## src/rtl/fifo_bench_pkg.sv

```systemverilog
// Shared types and constants for the FWFT FIFO block reader and its throttle LFSR.
package fifo_bench_pkg;

  typedef enum logic [1:0] {
    ST_IDLE   = 2'd0,
    ST_READ   = 2'd1,
    ST_FINISH = 2'd2
  } state_t;

  localparam logic [15:0] LFSR_MASK    = 16'hB400;
  localparam logic [15:0] DEFAULT_SEED = 16'hACE1;
  localparam logic [7:0]  RATE_NEVER   = 8'd0;
  localparam logic [7:0]  RATE_ALWAYS  = 8'd255;

  // One step of the right-shifting Galois LFSR.
  function automatic logic [15:0] lfsr_step(input logic [15:0] s);
    return {1'b0, s[15:1]} ^ (s[0] ? LFSR_MASK : 16'h0000);
  endfunction

endpackage

```

## src/rtl/fifo_rate_lfsr.sv

```systemverilog
// Pseudo-random read throttle: a 16-bit Galois LFSR whose low byte is compared
// against the rate to produce a registered read permit.
module fifo_rate_lfsr
  import fifo_bench_pkg::*;
(
  input  logic        clk,
  input  logic        rst,
  input  logic        i_load,
  input  logic [15:0] i_seed,
  input  logic        i_step,
  input  logic [7:0]  i_rate,
  output logic        o_permit
);

  logic [15:0] r_lfsr;
  logic        r_permit;
  logic        w_permit_next;

  // The full-rate case is special-cased because lfsr[7:0] can equal 255.
  assign w_permit_next = (i_rate == RATE_ALWAYS) || (r_lfsr[7:0] < i_rate);

  always_ff @(posedge clk) begin
    if (rst) begin
      r_lfsr   <= DEFAULT_SEED;
      r_permit <= 1'b0;
    end else if (i_load) begin
      r_lfsr   <= (i_seed == 16'h0000) ? DEFAULT_SEED : i_seed;
      r_permit <= 1'b0;
    end else if (i_step) begin
      r_lfsr   <= lfsr_step(r_lfsr);
      r_permit <= w_permit_next;
    end
  end

  assign o_permit = r_permit;

endmodule

```

## src/rtl/fifo_fwft_block_reader.sv

```systemverilog
// Drains a programmed block of words from an FWFT FIFO at a throttled rate,
// checking each against an incrementing expected value and flagging stalls.
module fifo_fwft_block_reader
  import fifo_bench_pkg::*;
#(
  parameter int WIDTH = 32,
  parameter int LEN_W = 16,
  parameter int TMO_W = 16
) (
  input  logic             clk,
  input  logic             rst,
  input  logic             start_i,
  input  logic [LEN_W-1:0] length_i,
  input  logic [7:0]       rate_i,
  input  logic [15:0]      seed_i,
  input  logic [TMO_W-1:0] timeout_i,
  input  logic [WIDTH-1:0] exp_init_i,
  input  logic [WIDTH-1:0] din,
  input  logic             empty,
  output logic             rden,
  output logic [WIDTH-1:0] dout,
  output logic             dout_valid,
  output logic             busy,
  output logic             done,
  output logic             err_timeout,
  output logic [LEN_W-1:0] err_count,
  output logic [LEN_W-1:0] word_count
);

  state_t           r_state;
  state_t           w_state_next;
  logic [LEN_W-1:0] r_length;
  logic [LEN_W-1:0] r_word_count;
  logic [LEN_W-1:0] r_err_count;
  logic [TMO_W-1:0] r_timeout;
  logic [TMO_W-1:0] r_tmo;
  logic [WIDTH-1:0] r_exp;
  logic [WIDTH-1:0] r_dout;
  logic             r_dout_valid;
  logic             r_err_timeout;
  logic             w_permit;
  logic             w_in_read;
  logic             w_start;
  logic             w_accept;
  logic             w_last;
  logic             w_tmo_hit;

  assign w_in_read = (r_state == ST_READ);
  assign w_start   = start_i && (r_state == ST_IDLE);
  assign w_accept  = w_in_read && w_permit && !empty;
  assign w_last    = w_accept && (r_word_count == r_length - LEN_W'(1));
  // Fires in the cycle the wait counter would reach the limit; an accept wins.
  assign w_tmo_hit = w_in_read && !w_accept && (r_timeout != '0) &&
                     (r_tmo == r_timeout - TMO_W'(1));

  fifo_rate_lfsr u_rate (
    .clk      (clk),
    .rst      (rst),
    .i_load   (w_start),
    .i_seed   (seed_i),
    .i_step   (w_in_read),
    .i_rate   (rate_i),
    .o_permit (w_permit)
  );

  always_ff @(posedge clk) begin
    if (rst) begin
      r_state <= ST_IDLE;
    end else begin
      r_state <= w_state_next;
    end
  end

  always_comb begin
    w_state_next = r_state;
    case (r_state)
      ST_IDLE: begin
        if (w_start) begin
          w_state_next = (length_i == '0) ? ST_FINISH : ST_READ;
        end
      end
      ST_READ: begin
        if (w_last || w_tmo_hit) begin
          w_state_next = ST_FINISH;
        end
      end
      ST_FINISH: w_state_next = ST_IDLE;
      default:   w_state_next = ST_IDLE;
    endcase
  end

  always_ff @(posedge clk) begin
    if (rst) begin
      r_length      <= '0;
      r_timeout     <= '0;
      r_exp         <= '0;
      r_tmo         <= '0;
      r_dout        <= '0;
      r_dout_valid  <= 1'b0;
      r_err_timeout <= 1'b0;
      r_err_count   <= '0;
      r_word_count  <= '0;
    end else begin
      r_dout_valid <= 1'b0;
      if (w_start) begin
        r_length      <= length_i;
        r_timeout     <= timeout_i;
        r_exp         <= exp_init_i;
        r_tmo         <= '0;
        r_err_timeout <= 1'b0;
        r_err_count   <= '0;
        r_word_count  <= '0;
      end else if (w_accept) begin
        r_dout       <= din;
        r_dout_valid <= 1'b1;
        r_word_count <= r_word_count + LEN_W'(1);
        r_exp        <= r_exp + WIDTH'(1);
        r_tmo        <= '0;
        if ((din != r_exp) && (r_err_count != '1)) begin
          r_err_count <= r_err_count + LEN_W'(1);
        end
      end else if (w_in_read && (r_timeout != '0)) begin
        r_tmo <= r_tmo + TMO_W'(1);
        if (w_tmo_hit) begin
          r_err_timeout <= 1'b1;
        end
      end
    end
  end

  assign rden        = w_accept;
  assign dout        = r_dout;
  assign dout_valid  = r_dout_valid;
  assign busy        = w_in_read;
  assign done        = (r_state == ST_FINISH);
  assign err_timeout = r_err_timeout;
  assign err_count   = r_err_count;
  assign word_count  = r_word_count;

endmodule

```

## config.mk

```make
export PLATFORM = sky130hd
export DESIGN_NAME = fifo_fwft_block_reader
export DESIGN_NICKNAME = d
export VERILOG_FILES = /design/src/rtl/fifo_bench_pkg.sv /design/src/rtl/fifo_rate_lfsr.sv /design/src/rtl/fifo_fwft_block_reader.sv
export SDC_FILE = /design/constraint.sdc
export NUM_CORES = 1
export LEC_CHECK = 0
export CAP_MARGIN = 25
export CORE_UTILIZATION = 51
export DETAILED_ROUTE_END_ITERATION = 16
export PLACE_DENSITY_LB_ADDON = 0.2
export SYNTH_ARGS = -nofsm -noshare
export SYNTH_HDL_FRONTEND = slang
export SYNTH_SLANG_ARGS = --single-unit
```

## constraint.sdc

```tcl
create_clock -name clk -period 3 [get_ports clk]
set_input_delay 0.6 -clock clk [delete_from_list [all_inputs] [get_ports clk]]
set_output_delay 0.6 -clock clk [all_outputs]
set_load 0.005 [all_outputs]
```

==> reports/summary.md, run 1 <==
The first routing iteration left 624 violations. The fraction of final layout cells with drive strength greater than 1 was 5.682%. In the routed design, unresolved DRC markers number 0. The routed wire length was 24930 um; the pin count of the biggest net entering global routing was 75. For the pin with the worst max-slew slack, the measured transition is 0.9994 ns. The final critical path takes up 93.15% of the cycle. For flop-to-flop paths, the worst setup slack is 0.21 ns. The worst reg2reg path endpoint is r_state[1]. Number of buffers created by CTS: 17.

Among cell families on the critical path, the largest total delay comes from simple AND/OR/NAND/NOR gates. For this run, asynchronously set or reset flops after synthesis account for 0%. The cell area after layout is 11420 um^2.

The tools report the root buffer cell as sky130_fd_sc_hd__clkbuf_16. A synthesized cell averages 7.662 um^2. After filler insertion, the fill cell instance count of the layout stands at 1417. Level count of the clock H-tree: 4. In the synthesized netlist the dominant register cell turns out to be sky130_fd_sc_hd__dfxtp_1.

For the synthesized cell area, the log shows 8742 um^2. The via count came out at 8867. The tools report the nature of the critical path startpoint as a flip-flop.

The initialized floorplan defines 47 standard-cell rows. The path depth of the worst reg2reg path works out to 9. The initial antenna violation count is 0.

The tools report the residual overflow from global routing as 0. Global routing consumed, over all layers together, 28.42% of the routing resources. Number of nets with antenna violations after detailed routing: 0.

Clock transition time at the flip-flop clock pins of the worst setup and hold paths: 0.07 ns. For this run, the top clock speed supported by timing is 0.3578 GHz. The count of placed standard cells including taps is 1508, and the synthesis warning total is 0. The first global-routing pass estimated 40490 um of wire. Setup violations remaining at the end of the flow were counted as 0. In this run the static leakage power is 3.967 nW. The count of pins over their slew limit is 0. The run gives 0.43 ns as the source-to-sink clock delay at the later pin of the worst-skew pair.

The clock passes through at most 2 buffers. Detailed placement HPWL: 18440 um. Number of enable flip-flop cells after synthesis: 0. Final worst clock skew: 0.009479 ns. After clock tree synthesis, the flow added hold-fix buffers numbering 0. The signal on the critical path passes through inv_1, ha_1, or4b_1, or4_1, o21a_1, a31oi_1, and4_1, a22oi_2, a2111oi_2. In this run the tool buffered the top-level ports with 192 buffer cells. CTS saw 165 sinks. In this run the worst hold path is classified as reg2reg. The terminating pin of the worst hold path is dout[30]. After layout, the minimum clock period comes to 2.795 ns. At the worst endpoint, the arrival time is 3.13 ns. The number of cells on the worst hold path was 2. Setup repair after global routing left no endpoint under its margin.

Post-CTS timing repair inserted 0 buffers for setup. Via count of the first global-routing pass: 8251. The floorplan step defined a die boundary enclosing 17670 um^2. The effective utilization at floorplan is 52.53%, and the area inside the core boundary is 16640 um^2. For this run, the number of standard cells in the final layout without fillers is 1540. STA puts the critical path data required time at 3.33 ns. After the last flow step, the layout net total stands at 1444.

The flow ran to the end, and the final reports show no timing, DRC or antenna violations. The weighted congestion reported at the end of routability-driven placement was 0.9194; the per-cell routed wire length was 16.19 um. Synthesis produced a netlist with a net count of 1278. IR analysis of the VDD net gives a maximum drop of 0.0004448 V. Yosys mapped the design onto 68 distinct sky130hd cell types. The cell with the biggest individual delay on the critical path is sky130_fd_sc_hd__or4b_1. In this run the count of I/O pins placed on the die edge is 193.

For this run, the register share of the synthesized area comes to 37.78%. The ratio of routed vias to standard cells was 5.758. TritonCTS built the clock tree.

The worst setup path is captured at a flip-flop. Across the run, the number of max-cap violations was 0. Along the worst path, the maximum fanout reaches 7.

The die is 132.9 um wide. The pre-antenna-repair detailed-routing pass consisted of 5 iterations. 0 antenna diodes ended up in the layout.

Area growth from synthesis to final layout: 30.64%. Power spread over the standard cell area amounts to 498.4 nW/um^2. Synthesis produced a netlist whose cell count is 1141. After synthesis the netlist holds a flip-flop and latch count of 165. The worst min-delay path startpoint is dout[30]. The setup TNS is 0 ns, and the post-cts gate resize count is 0. The number of hold violations in the final report is 0.

The run gives 10850 um^2 as the instance area after placement. The number of buffer and inverter stages on the critical path was 1. In the layout the commonest cells are 191 x sky130_fd_sc_hd__clkdlybuf4s50_1, 185 x sky130_fd_sc_hd__nand2_1, 165 x sky130_fd_sc_hd__dfxtp_1, 115 x sky130_fd_sc_hd__nor2_1, 113 x sky130_fd_sc_hd__a21oi_1. On the worst path, the slowest cell contributes a delay of 0.54 ns.

The commonest non-fill, non-tap cell in the layout is sky130_fd_sc_hd__clkdlybuf4s50_1. The startpoint of the most critical register-to-register path is r_timeout[1]. The die is 132.9 um tall. The critical path in this run is classified as reg2reg. The tools report the worst slew slack as a fraction of its limit as 33.13%.
[sequential cells by signal (all words and copies together), names as in the netlist, 2 cells and up]
name / cells
r_state: 2
word_count: 16
r_exp: 32
err_count: 16
dout: 32
u_rate.r_lfsr: 16
r_timeout: 16
r_length: 16
r_tmo: 16
[layer usage]
metal | global-route usage [%] | routed length (um) | vias up
met5 | 0 | 0 | -
met4 | 9.962 | 627 | 0
met1 | 36.22 | 10630 | 4103
met3 | 5.632 | 1652 | 52
met2 | 47.61 | 12030 | 350
li1 | - | - | 4362
[report_power, final]
group | switching, mW | internal (mW)
sequential | 0.162 | 2.31
clock | 1.01 | 1.12
combinational | 0.561 | 0.530
[cell families (layout without fill, tap and decap cells)]
group / after synthesis / after routing / share of synthesized area (%)
xor+xnor: 103 / 103 / 10.48
fa+ha+maj: 13 / 13 / 1.861
mux: 6 / 6 / 0.7013
flops: 165 / 165 / 37.78
compound gates: 256 / 256 / 17.80
simple gates: 495 / 495 / 26.69
buf+inv: 103 / 282 / 4.680
[area by class of cell]
class	instances	area (um^2)	share of cell area (%)
multi-input cells	873	5035	44.08
clock buffers	18	439.2	3.845
repair buffers	219	2122	18.58
clock inverters	14	130.1	1.139
inverters	31	116.4	1.019
well taps	220	275.3	2.410
flip-flops and latches	165	3303	28.92
[stage by stage]
stage / total power [mW] / setup WS (ns) / utilization (%) / hold WS [ns]
final: 5.693 / 0.2054 / 68.63 / 0.4553
after global routing: 5.938 / 0.03859 / 68.63 / 0.4778
after CTS: 5.712 / 0.1973 / 68.63 / 0.4561
after detailed placement: 3.591 / 0.06287 / 65.21 / 0.4467
after global placement: 3.571 / 0.1103 / 65.21 / 0.4422
after floorplan: 3.171 / 0.3774 / - / 0.4420
[synthesized netlist by cell type, types with 5 or more instances]
cell	n	area, um^2
sky130_fd_sc_hd__nand2_1	185	694.4
sky130_fd_sc_hd__dfxtp_1	165	3303
sky130_fd_sc_hd__nor2_1	115	431.7
sky130_fd_sc_hd__a21oi_1	113	565.5
sky130_fd_sc_hd__xnor2_1	73	639.4
sky130_fd_sc_hd__o21ai_0	59	295.3
sky130_fd_sc_hd__clkbuf_1	53	198.9
sky130_fd_sc_hd__nand3_1	35	175.2
sky130_fd_sc_hd__nor3_1	32	160.2
sky130_fd_sc_hd__inv_1	31	116.4
sky130_fd_sc_hd__nand4_1	30	187.7
sky130_fd_sc_hd__nor4_1	29	181.4
sky130_fd_sc_hd__xor2_1	29	254.0
sky130_fd_sc_hd__a31oi_1	17	106.4
sky130_fd_sc_hd__or3_1	15	93.84
sky130_fd_sc_hd__a221oi_1	14	122.6
sky130_fd_sc_hd__buf_1	13	48.80
sky130_fd_sc_hd__ha_1	13	162.7
sky130_fd_sc_hd__and3_1	12	75.07
sky130_fd_sc_hd__and4_1	6	52.55
sky130_fd_sc_hd__mux2i_1	5	50.05
sky130_fd_sc_hd__nand2b_1	5	31.28
sky130_fd_sc_hd__nor3b_1	5	37.54
sky130_fd_sc_hd__or4_1	5	37.54
[worst reg2reg max path, delay by kind of cell, from the launching register on]
family / cells / cell delay [ns]
flops: 1 / 0.35
simple gates: 3 / 1.29
fa+ha+maj: 1 / 0.25
buf+inv: 1 / 0.07
compound gates: 4 / 0.73
[worst max-delay path by stage]
stage                     cells past startpoint          from         end
after floorplan                               9  r_timeout[0]  r_state[1]
after global routing                         10   r_length[0]  r_state[1]
final                                         9  r_timeout[1]  r_state[1]
after global placement                        7         empty  r_state[1]
after CTS                                     5    r_state[0]        rden
after detailed placement                      7         empty  r_state[1]
No activity file was read; power rests on OpenSTA's default activity.
==> inputs of run 2 (changes only) <==
Settings changed: GPL_ROUTABILITY_DRIVEN set to 1.
==> results of run 2 <==
No change in the layout: final DEF, timing and power equal those of run 1.
